<file path="src/rtl/decode_id_ex_pkg.sv">
// Shared constants for the RV32I decode stage: ALU function codes, base
// opcodes and branch-type codes, plus the funct3-to-ALU mapping.
package decode_id_ex_pkg;

  localparam logic [3:0] ALU_ADD  = 4'd0;
  localparam logic [3:0] ALU_SUB  = 4'd1;
  localparam logic [3:0] ALU_EQ   = 4'd2;
  localparam logic [3:0] ALU_SLTU = 4'd3;
  localparam logic [3:0] ALU_SLT  = 4'd4;
  localparam logic [3:0] ALU_AND  = 4'd5;
  localparam logic [3:0] ALU_OR   = 4'd6;
  localparam logic [3:0] ALU_XOR  = 4'd7;
  localparam logic [3:0] ALU_SRL  = 4'd8;
  localparam logic [3:0] ALU_SLL  = 4'd9;
  localparam logic [3:0] ALU_SRA  = 4'd10;

  localparam logic [6:0] OPC_LUI    = 7'b0110111;
  localparam logic [6:0] OPC_AUIPC  = 7'b0010111;
  localparam logic [6:0] OPC_JAL    = 7'b1101111;
  localparam logic [6:0] OPC_JALR   = 7'b1100111;
  localparam logic [6:0] OPC_BRANCH = 7'b1100011;
  localparam logic [6:0] OPC_LOAD   = 7'b0000011;
  localparam logic [6:0] OPC_STORE  = 7'b0100011;
  localparam logic [6:0] OPC_OP_IMM = 7'b0010011;
  localparam logic [6:0] OPC_OP     = 7'b0110011;

  localparam logic [2:0] BR_NONE = 3'd0;
  localparam logic [2:0] BR_BEQ  = 3'd1;
  localparam logic [2:0] BR_BNE  = 3'd2;
  localparam logic [2:0] BR_BLT  = 3'd3;
  localparam logic [2:0] BR_BGE  = 3'd4;
  localparam logic [2:0] BR_JAL  = 3'd5;
  localparam logic [2:0] BR_JALR = 3'd6;

  // alt is inst[30]; allow_sub is set only for register-register ops.
  function automatic logic [3:0] alu_from_funct3(input logic [2:0] f3,
                                                 input logic       alt,
                                                 input logic       allow_sub);
    logic [3:0] f;
    case (f3)
      3'b000:  f = (alt && allow_sub) ? ALU_SUB : ALU_ADD;
      3'b001:  f = ALU_SLL;
      3'b010:  f = ALU_SLT;
      3'b011:  f = ALU_SLTU;
      3'b100:  f = ALU_XOR;
      3'b101:  f = alt ? ALU_SRA : ALU_SRL;
      3'b110:  f = ALU_OR;
      default: f = ALU_AND;
    endcase
    return f;
  endfunction

endpackage

</file>
<file path="src/rtl/decode_id_ex_imm_gen.sv">
// Immediate extraction: picks the I/S/B/U/J immediate that matches the
// opcode and sign-extends it from inst[31] to WIDTH.
module decode_id_ex_imm_gen
  import decode_id_ex_pkg::*;
#(
  parameter int WIDTH = 32
) (
  input  logic [31:0]      inst,
  output logic [WIDTH-1:0] imm
);

  logic signed [31:0] imm_i;
  logic signed [31:0] imm_s;
  logic signed [31:0] imm_b;
  logic signed [31:0] imm_u;
  logic signed [31:0] imm_j;
  logic signed [31:0] imm_sel;

  always_comb begin
    imm_i = {{20{inst[31]}}, inst[31:20]};
    imm_s = {{20{inst[31]}}, inst[31:25], inst[11:7]};
    imm_b = {{19{inst[31]}}, inst[31], inst[7], inst[30:25], inst[11:8], 1'b0};
    imm_u = {inst[31:12], 12'b0};
    imm_j = {{11{inst[31]}}, inst[31], inst[19:12], inst[20], inst[30:21], 1'b0};

    case (inst[6:0])
      OPC_LUI, OPC_AUIPC: imm_sel = imm_u;
      OPC_JAL:            imm_sel = imm_j;
      OPC_BRANCH:         imm_sel = imm_b;
      OPC_STORE:          imm_sel = imm_s;
      default:            imm_sel = imm_i;
    endcase

    imm = WIDTH'(imm_sel);
  end

endmodule

</file>
<file path="src/rtl/decode_id_ex.sv">
// RV32I decode stage and ID/EX pipeline register: produces registered ALU
// operands/function plus memory, write-back and branch control for execute.
module decode_id_ex
  import decode_id_ex_pkg::*;
#(
  parameter int WIDTH = 32
) (
  input  logic             clk,
  input  logic             rst,
  input  logic             id_valid,
  input  logic [31:0]      id_inst,
  input  logic [WIDTH-1:0] id_pc,
  output logic [4:0]       rf_rs1_addr,
  output logic [4:0]       rf_rs2_addr,
  input  logic [WIDTH-1:0] rf_rs1_data,
  input  logic [WIDTH-1:0] rf_rs2_data,
  input  logic             stall,
  input  logic             flush,
  output logic             ex_valid,
  output logic [3:0]       ex_alu_func,
  output logic [WIDTH-1:0] ex_alu_src1,
  output logic [WIDTH-1:0] ex_alu_src2,
  output logic [WIDTH-1:0] ex_imm,
  output logic [WIDTH-1:0] ex_rs2_data,
  output logic [WIDTH-1:0] ex_pc,
  output logic [4:0]       ex_rd,
  output logic             ex_reg_we,
  output logic             ex_mem_re,
  output logic             ex_mem_we,
  output logic [2:0]       ex_mem_size,
  output logic [2:0]       ex_br_type,
  output logic             ex_illegal,
  output logic [31:0]      dec_count
);

  logic [WIDTH-1:0] imm;

  logic [3:0]       dec_alu;
  logic [WIDTH-1:0] dec_src1;
  logic [WIDTH-1:0] dec_src2;
  logic [WIDTH-1:0] dec_imm;
  logic [4:0]       dec_rd;
  logic             dec_reg_we;
  logic             dec_mem_re;
  logic             dec_mem_we;
  logic [2:0]       dec_size;
  logic [2:0]       dec_br;
  logic             dec_ill;

  logic             valid_d,    valid_q;
  logic [3:0]       alu_func_d, alu_func_q;
  logic [WIDTH-1:0] src1_d,     src1_q;
  logic [WIDTH-1:0] src2_d,     src2_q;
  logic [WIDTH-1:0] imm_d,      imm_q;
  logic [WIDTH-1:0] rs2_data_d, rs2_data_q;
  logic [WIDTH-1:0] pc_d,       pc_q;
  logic [4:0]       rd_d,       rd_q;
  logic             reg_we_d,   reg_we_q;
  logic             mem_re_d,   mem_re_q;
  logic             mem_we_d,   mem_we_q;
  logic [2:0]       mem_size_d, mem_size_q;
  logic [2:0]       br_type_d,  br_type_q;
  logic             illegal_d,  illegal_q;
  logic [31:0]      count_d,    count_q;

  assign rf_rs1_addr = id_inst[19:15];
  assign rf_rs2_addr = id_inst[24:20];

  decode_id_ex_imm_gen #(.WIDTH(WIDTH)) u_imm_gen (
    .inst (id_inst),
    .imm  (imm)
  );

  always_comb begin
    logic [2:0] f3;
    logic [6:0] f7;
    logic       f7_ok;
    f3    = id_inst[14:12];
    f7    = id_inst[31:25];
    f7_ok = (f7 == 7'b0000000) || (f7 == 7'b0100000);

    dec_alu    = ALU_ADD;
    dec_src1   = rf_rs1_data;
    dec_src2   = rf_rs2_data;
    dec_imm    = imm;
    dec_rd     = id_inst[11:7];
    dec_reg_we = 1'b0;
    dec_mem_re = 1'b0;
    dec_mem_we = 1'b0;
    dec_size   = 3'd0;
    dec_br     = BR_NONE;
    dec_ill    = 1'b0;

    case (id_inst[6:0])
      OPC_LUI: begin
        dec_src1   = '0;
        dec_src2   = imm;
        dec_reg_we = 1'b1;
      end
      OPC_AUIPC: begin
        dec_src1   = id_pc;
        dec_src2   = imm;
        dec_reg_we = 1'b1;
      end
      OPC_JAL, OPC_JALR: begin
        dec_src1   = id_pc;
        dec_src2   = WIDTH'(32'd4);
        dec_reg_we = 1'b1;
        dec_br     = (id_inst[6:0] == OPC_JAL) ? BR_JAL : BR_JALR;
      end
      OPC_BRANCH: begin
        case (f3)
          3'b000: begin dec_alu = ALU_EQ;   dec_br = BR_BEQ; end
          3'b001: begin dec_alu = ALU_EQ;   dec_br = BR_BNE; end
          3'b100: begin dec_alu = ALU_SLT;  dec_br = BR_BLT; end
          3'b101: begin dec_alu = ALU_SLT;  dec_br = BR_BGE; end
          3'b110: begin dec_alu = ALU_SLTU; dec_br = BR_BLT; end
          3'b111: begin dec_alu = ALU_SLTU; dec_br = BR_BGE; end
          default: dec_ill = 1'b1;
        endcase
      end
      OPC_LOAD: begin
        dec_src2   = imm;
        dec_mem_re = 1'b1;
        dec_reg_we = 1'b1;
        dec_size   = f3;
      end
      OPC_STORE: begin
        dec_src2   = imm;
        dec_mem_we = 1'b1;
        dec_size   = f3;
      end
      OPC_OP_IMM: begin
        dec_alu    = alu_from_funct3(f3, id_inst[30], 1'b0);
        dec_src2   = imm;
        dec_reg_we = 1'b1;
        // Shift immediates carry only the shamt; the upper bits are funct7.
        if (f3 == 3'b001 || f3 == 3'b101) begin
          dec_src2 = WIDTH'(id_inst[24:20]);
          if (!f7_ok || (f3 == 3'b001 && f7 != 7'b0000000))
            dec_ill = 1'b1;
        end
      end
      OPC_OP: begin
        dec_alu    = alu_from_funct3(f3, id_inst[30], 1'b1);
        dec_reg_we = 1'b1;
        if (!f7_ok)
          dec_ill = 1'b1;
      end
      default: dec_ill = 1'b1;
    endcase

    if (dec_ill) begin
      dec_alu    = ALU_ADD;
      dec_src1   = '0;
      dec_src2   = '0;
      dec_imm    = '0;
      dec_rd     = 5'd0;
      dec_reg_we = 1'b0;
      dec_mem_re = 1'b0;
      dec_mem_we = 1'b0;
      dec_size   = 3'd0;
      dec_br     = BR_NONE;
    end

    if (dec_rd == 5'd0)
      dec_reg_we = 1'b0;
  end

  always_comb begin
    valid_d    = valid_q;
    alu_func_d = alu_func_q;
    src1_d     = src1_q;
    src2_d     = src2_q;
    imm_d      = imm_q;
    rs2_data_d = rs2_data_q;
    pc_d       = pc_q;
    rd_d       = rd_q;
    reg_we_d   = reg_we_q;
    mem_re_d   = mem_re_q;
    mem_we_d   = mem_we_q;
    mem_size_d = mem_size_q;
    br_type_d  = br_type_q;
    illegal_d  = illegal_q;
    count_d    = count_q;

    // Flush beats stall; an empty input slot loads the same bubble as flush.
    if (flush || (!stall && !id_valid)) begin
      valid_d    = 1'b0;
      alu_func_d = 4'd0;
      src1_d     = '0;
      src2_d     = '0;
      imm_d      = '0;
      rs2_data_d = '0;
      pc_d       = '0;
      rd_d       = 5'd0;
      reg_we_d   = 1'b0;
      mem_re_d   = 1'b0;
      mem_we_d   = 1'b0;
      mem_size_d = 3'd0;
      br_type_d  = BR_NONE;
      illegal_d  = 1'b0;
    end else if (!stall) begin
      valid_d    = 1'b1;
      alu_func_d = dec_alu;
      src1_d     = dec_src1;
      src2_d     = dec_src2;
      imm_d      = dec_imm;
      rs2_data_d = rf_rs2_data;
      pc_d       = id_pc;
      rd_d       = dec_rd;
      reg_we_d   = dec_reg_we;
      mem_re_d   = dec_mem_re;
      mem_we_d   = dec_mem_we;
      mem_size_d = dec_size;
      br_type_d  = dec_br;
      illegal_d  = dec_ill;
      count_d    = count_q + 32'd1;
    end
  end

  always_ff @(posedge clk) begin
    if (rst) begin
      valid_q    <= 1'b0;
      alu_func_q <= 4'd0;
      src1_q     <= '0;
      src2_q     <= '0;
      imm_q      <= '0;
      rs2_data_q <= '0;
      pc_q       <= '0;
      rd_q       <= 5'd0;
      reg_we_q   <= 1'b0;
      mem_re_q   <= 1'b0;
      mem_we_q   <= 1'b0;
      mem_size_q <= 3'd0;
      br_type_q  <= 3'd0;
      illegal_q  <= 1'b0;
      count_q    <= 32'd0;
    end else begin
      valid_q    <= valid_d;
      alu_func_q <= alu_func_d;
      src1_q     <= src1_d;
      src2_q     <= src2_d;
      imm_q      <= imm_d;
      rs2_data_q <= rs2_data_d;
      pc_q       <= pc_d;
      rd_q       <= rd_d;
      reg_we_q   <= reg_we_d;
      mem_re_q   <= mem_re_d;
      mem_we_q   <= mem_we_d;
      mem_size_q <= mem_size_d;
      br_type_q  <= br_type_d;
      illegal_q  <= illegal_d;
      count_q    <= count_d;
    end
  end

  assign ex_valid    = valid_q;
  assign ex_alu_func = alu_func_q;
  assign ex_alu_src1 = src1_q;
  assign ex_alu_src2 = src2_q;
  assign ex_imm      = imm_q;
  assign ex_rs2_data = rs2_data_q;
  assign ex_pc       = pc_q;
  assign ex_rd       = rd_q;
  assign ex_reg_we   = reg_we_q;
  assign ex_mem_re   = mem_re_q;
  assign ex_mem_we   = mem_we_q;
  assign ex_mem_size = mem_size_q;
  assign ex_br_type  = br_type_q;
  assign ex_illegal  = illegal_q;
  assign dec_count   = count_q;

endmodule
</file>
<file path="config.mk">
export PLATFORM = sky130hd
export DESIGN_NAME = decode_id_ex
export DESIGN_NICKNAME = d
export VERILOG_FILES = /design/src/rtl/decode_id_ex_pkg.sv /design/src/rtl/decode_id_ex_imm_gen.sv /design/src/rtl/decode_id_ex.sv
export SDC_FILE = /design/constraint.sdc
export NUM_CORES = 1
export LEC_CHECK = 0
export ABC_AREA = 1
export BUFFER_PORTS_ARGS = -buffer_cell sky130_fd_sc_hd__clkbuf_2
export CAP_MARGIN = 20
export CORE_MARGIN = 4
export CORE_UTILIZATION = 54
export DETAILED_ROUTE_END_ITERATION = 12
export GPL_TIMING_DRIVEN = 0
export PLACE_DENSITY = 0.86
export REMOVE_ABC_BUFFERS = 1
export SKIP_CTS_REPAIR_TIMING = 1
export SLEW_MARGIN = 10
export SYNTH_ARGS = -nofsm -noshare
export SYNTH_HDL_FRONTEND = slang
export SYNTH_SLANG_ARGS = --single-unit
</file>
<file path="constraint.sdc">
create_clock -name clk -period 3.07 [get_ports clk]
set_input_delay 0.307 -clock clk [delete_from_list [all_inputs] [get_ports clk]]
set_output_delay 0.307 -clock clk [all_outputs]
set_load 0.01 [all_outputs]
</file>
[After elaboration in Yosys (flattened, before gate mapping)]
Cells that the tools add are included.
Word-level totals
  flip-flop bits (word level): 212
  input port bits: 133
  output and inout bits: 222
  word-level logic and storage cells: 96
Cells by class
  add/subtract/negate cells: 1
  equality and inequality tests: 17
  muxes and demuxes: 33
  bitwise gates (word level): 2
  reduce and logical (&&, ||, !) cells: 28
Operators with widths (number)
  2-to-1 mux 32 bit: 4
  case mux 31 bit (4 select lines): 1
  case mux 32 bit (3 select lines): 1
  case mux 32 bit (2 select lines): 1
  case mux 4 bit (7 select lines): 2
  adder 32 x 1 -> 32 bit, second input constant: 1
  equality test 7 x 6 -> 1 bit, second input constant: 4
  equality test 7 bit, second input constant: 3
  OR reduction 2 bit: 9
  equality test 7 x 5 -> 1 bit, second input constant: 2
  equality test 3 bit, second input constant: 4
  2-to-1 mux 1 bit: 12
  case mux 3 bit (4 select lines): 1
  case mux 4 bit (3 select lines): 1
  OR reduction 6 bit: 2
  2-to-1 mux 3 bit: 3
  case mux 3 bit (3 select lines): 1
  equality test 7 x 2 -> 1 bit, second input constant: 1
  logical NOT 7 bit: 1
  nonzero test 7 bit: 1
  OR reduction 7 bit: 1
  equality test 3 x 2 -> 1 bit, second input constant: 2
  case mux 3 bit (2 select lines): 1
  logical NOT 5 bit: 1
  other kinds (13): 21

[Logic depth before layout (Yosys ltp)]
  word-level depth: 10
  depth in mapped cells: 14
  mapped depth without buffers: 13

[Cells and area by module]
From an unflattened synthesis, not the netlist that was laid out.
Second synthesis, totals
  cell total of the unflattened synthesis: 1434
  area, all modules: 9754.4 um^2
Modules (own cells, without submodules)
  decode_id_ex: instances 1, cells an instance 1328, area each 9115.0 um^2, seq. area each 4244.1 um^2
  decode_id_ex_imm_gen: instances 1, cells an instance 106, area each 639.4 um^2, seq. area each 0.0 um^2

[Worst setup path before layout]
OpenSTA, ideal clock, no wires.
  kind: flip-flop to flip-flop
  start point: register count_q[0], in the netlist dec_count[0]
  end point: register count_q[14], in the netlist dec_count[14]
  setup time: 0.119 ns
  arrival: 1.679 ns
  required time: 2.951 ns
  setup slack: 1.272 ns
  stages on the path, launching flop included: 13
  buffers on the path: 0
  clock period less this slack: 1.798 ns
  cells stage by stage: dfxtp_1 ha_1 inv_1 nor2_1 nand2_1 nor2_1 nand2_1 nor2_1 nand2_1 nor2_1 inv_1 o21ai_1 a21oi_1
Between the ends
  cells in the longest elaborated chain, start to end: 1
Ends and longest elaborated chain
  start, declared: line decode_id_ex.sv:64  | logic [31:0] count_d, count_q;
  start signal, assigned: line decode_id_ex.sv:254  | count_q <= count_d;
  adder 32 x 1 -> 32 bit: line decode_id_ex.sv:218  | count_d = count_q + 32'd1;
No other way between the ends.
A chain may end at the register's enable or synchronous reset.

[Worst setup path in the final report]
  start point: input stall
  end point: register count_q[21], in the netlist dec_count[21]
Between the ends
  cells in the longest elaborated chain, start to end: 5
  elaborated cells on any way between the ends: 6
  classes of those cells: bitwise (2); reduce/logical (4)
Ends and longest elaborated chain
  start, declared: line decode_id_ex.sv:17  | input logic stall,
  logical NOT 1 bit
  logical AND 1 bit: line decode_id_ex.sv:188  | if (flush || (!stall && !id_valid)) begin
  logical OR 1 bit: line decode_id_ex.sv:188
  inverter 1 bit (no line)
  AND reduction 2 bit (no line) (*)
Every way passes the cells marked *; elsewhere a longest branch is shown, timed or not.

==> results.toml <==
[yosys]
synth_area_um2 = 9710
synthTopCellsByArea = "dfxtp_1 44%, nand2_1 14%, a21oi_1 10%"
synth_cell_types = 39
synth_top_area_share_pct = 43.7
ys_async_sr_fraction_pct = 0
synth_top_cell_by_area = "dfxtp_1"
syn_inst = 1434
synth_warnings = 0
ys_seq_area_share_pct = 43.7
ys.flop_type = "dfxtp_1"
synth.avg_cell_area_um2 = 6.77
synth_edf_count = 0
synth-seq-cells = 212

[sta]
min_period_over_period_pct = 91.3
hold_viol = 0
timing.slew.headroom_pct = 41.0
skew_ns = 0.00551
grt_setup_unrepaired = "false"
setup_violations = 0
maxClockFrequency_mhz = 357
tns_ns = 0
period_needed_ns = 2.80
worst_pin_slew_ns = 0.886
final_max_slew_viol_count = 0

[place]
port_buffers = 354
hpwl_um = 21900
routabilityCongestion = 0.954
placed_cell_area_um2 = 11500

[setup_path]
crit_type = "in -> reg"
end_kind = "register"
cp_common_cell = "nor2_1"
cp-start-kind = "input port"
slowest_stage = "buf_16"
crit_fanout = 126
max_stage_delay_ns = 0.34
path_delay_family = "simple AND/OR/NAND/NOR gates"
path_cells = "clkbuf_8 -> buf_16 -> inv_6 -> buf_12 -> nand3_4 -> nor2_1 -> nand2_1 -> nor2_1 -> nand4_1 -> nor2_1 -> nand2_1 -> o21ai_0 -> a21oi_1"
worstPathRequired_ns = 3.47
crit_buf_inv = 4
arrival_ns = 3.20

[global_routing]
antenna_found_initial = 1
grt_pass1_vias = 9792
overflow = 0
grt_max_degree = 127
track_usage_pct = 28.6
grt_first_pass_wirelength_um = 48000

[floorplanning]
die_y_um = 142
core-area_um2 = 17500
die_area_um2 = 20200
io_pins = 355
start_util_pct = 55.5
row_count = 48
die_x_um = 142

[clock_network]
cts_tree = "done"
clock_path_buffers = 3
clock-sinks = 212
cts.htree.levels = 1
cts_root_buf = "clkbuf_16"
clk_latency_ns = 0.50
clkTransAtPathRegs_ns = 0.06
cts_buffers = 23

[drt]
drt_wl_total_um = 30500
vias = 10500
drt-pass1-iter-count = 6
drt_iter0_markers = 735
avgRoutedWirePerCell_um = 15.5
drc = 0
antenna_left = 0
avgViaCountPerCell = 5.31

[power]
comb_power_share_pct = 8.6
p_sw_w = 0.00146
p_total_w = 0.00604
power-per-cell-area_nw_per_um2 = 490
max-vdd-ir-drop_mv = 0.445
p_int_w = 0.00457
clockPowerShare_pct = 45.1
p_leak_nw = 5.43
seqPwrFrac_pct = 46.4
swShare_pct = 24.2

[finish]
drive_gt1_share_pct = 24.0
post-route-util_pct = 70.5
syn_to_final_growth_pct = 26.9
stdcell_area_um2 = 12300
nets = 1869

[min_path]
hold_path_class = "in -> reg"

[outcome]
status = "finished, final reports clean"

[flow_run]
maxCapViolCount = 0
==> tightest hold or removal path: stages <==
cell and delay (ns):
clkbuf_2 0.08, nand2_1 0.06, a21oi_1 0.05
==> power groups by stage <==
stage	combinational (W)	sequential [W]	clock (W)
final	0.000519	0.00280	0.00272
after floorplan	0.000218	0.00287	0
after global routing	0.000577	0.00280	0.00286
after detailed placement	0.000504	0.00286	0
after CTS	0.000508	0.00280	0.00275
after global placement	0.000492	0.00286	0
==> layout make-up <==
| cell class | count | area (um2) |
|---|---|---|
| Inverter | 123 | 467 |
| Multi-Input combinational cell | 1009 | 4610 |
| Clock buffer | 35 | 681 |
| Clock inverter | 7 | 63.8 |
| Tap cell | 225 | 282 |
| Antenna cell | 1 | 2.50 |
| Fill cell | 1464 | 5160 |
| Sequential cell | 212 | 4240 |
| Timing Repair Buffer | 362 | 1970 |
==> cells in the mapped netlist (3+ instances only) <==
cell,count
o21ai_1,11
nand2_2,3
o21a_1,3
nor2_4,3
o21ai_0,77
nor2_1,200
dfxtp_1,212
clkbuf_1,61
buf_2,9
inv_1,117
inv_2,4
nand4_1,34
xnor2_1,3
nor4_1,3
nor3_1,16
nand2_1,373
buf_4,15
xor2_1,7
ha_1,5
o211ai_1,7
buf_6,3
a21oi_1,193
nand3_1,53
==> stage by stage <==
| stage | worst slack, ns | std cells | hold slack (ns) |
|---|---|---|---|
| 3_3_place_gp | -7.17 | 1923 | 0.444 |
| 3_5_place_dp | -0.941 | 1930 | 0.455 |
| 2_1_floorplan | -1.36 | 1344 | 0.376 |
| 4_1_cts | -0.420 | 1972 | 0.0318 |
| 5_1_grt | 0.0593 | 1974 | 0.0549 |
| 6_report | 0.266 | 1974 | 0.0455 |
==> placed cells by master (no fill, tap or decap), types with 2 or more instances in the layout <==
master	n
nand2_1	372
clkbuf_2	353
dfxtp_1	212
nor2_1	198
a21oi_1	193
inv_1	117
o21ai_0	77
nand3_1	53
nand4_1	34
clkbuf_16	23
nor3_1	16
o21ai_1	11
o211ai_1	7
xor2_1	7
clkbuf_8	7
clkbuf_1	6
nor2_4	5
ha_1	5
clkinv_2	5
buf_16	4
inv_2	3
nand2_2	3
xnor2_1	3
nor4_1	3
o21a_1	3
buf_12	3
nor2_2	2
nor3_4	2
clkinv_1	2
inv_6	2
o22ai_1	2
==> sequential cells by signal, indices dropped and copies added, names as in the netlist, 3 cells and up <==
signal       cells
ex_alu_src1     32
ex_mem_size      3
ex_br_type       3
ex_alu_src2     32
dec_count       32
ex_rs2_data     32
ex_alu_func      4
ex_rd            5
ex_pc           32
ex_imm          32
==> per-layer routing <==
| metal | wire length, um | track usage, % | part of all wire [%] |
|---|---|---|---|
| met1 | 11600 | 34.3 | 38 |
| met2 | 14800 | 49.6 | 48 |
| met3 | 2900 | 7.22 | 9.5 |
| met4 | 1290 | 10.3 | 4.2 |
| met5 | 0 | 0 | 0 |
==> final timing paths <==
check / to / cells after the start / slack (ns) / start
hold / removal: ex_rs2_data[30] / 3 / 0.05 / rf_rs2_data[30]
setup reg to reg: dec_count[14] / 12 / 1.01 / dec_count[0]
hold reg to reg: ex_imm[15] / 2 / 0.46 / ex_imm[15]
setup / recovery: dec_count[21] / 13 / 0.27 / stall
==> cell families after synthesis <==
logic type	count (synthesis)	share of synthesized area, %
buf+inv	213	9.16
fa+ha+maj	5	0.644
xor+xnor	10	0.902
compound gates	298	15.8
simple gates	696	29.8
flops	212	43.7
Power figures use the tool's default switching activity.
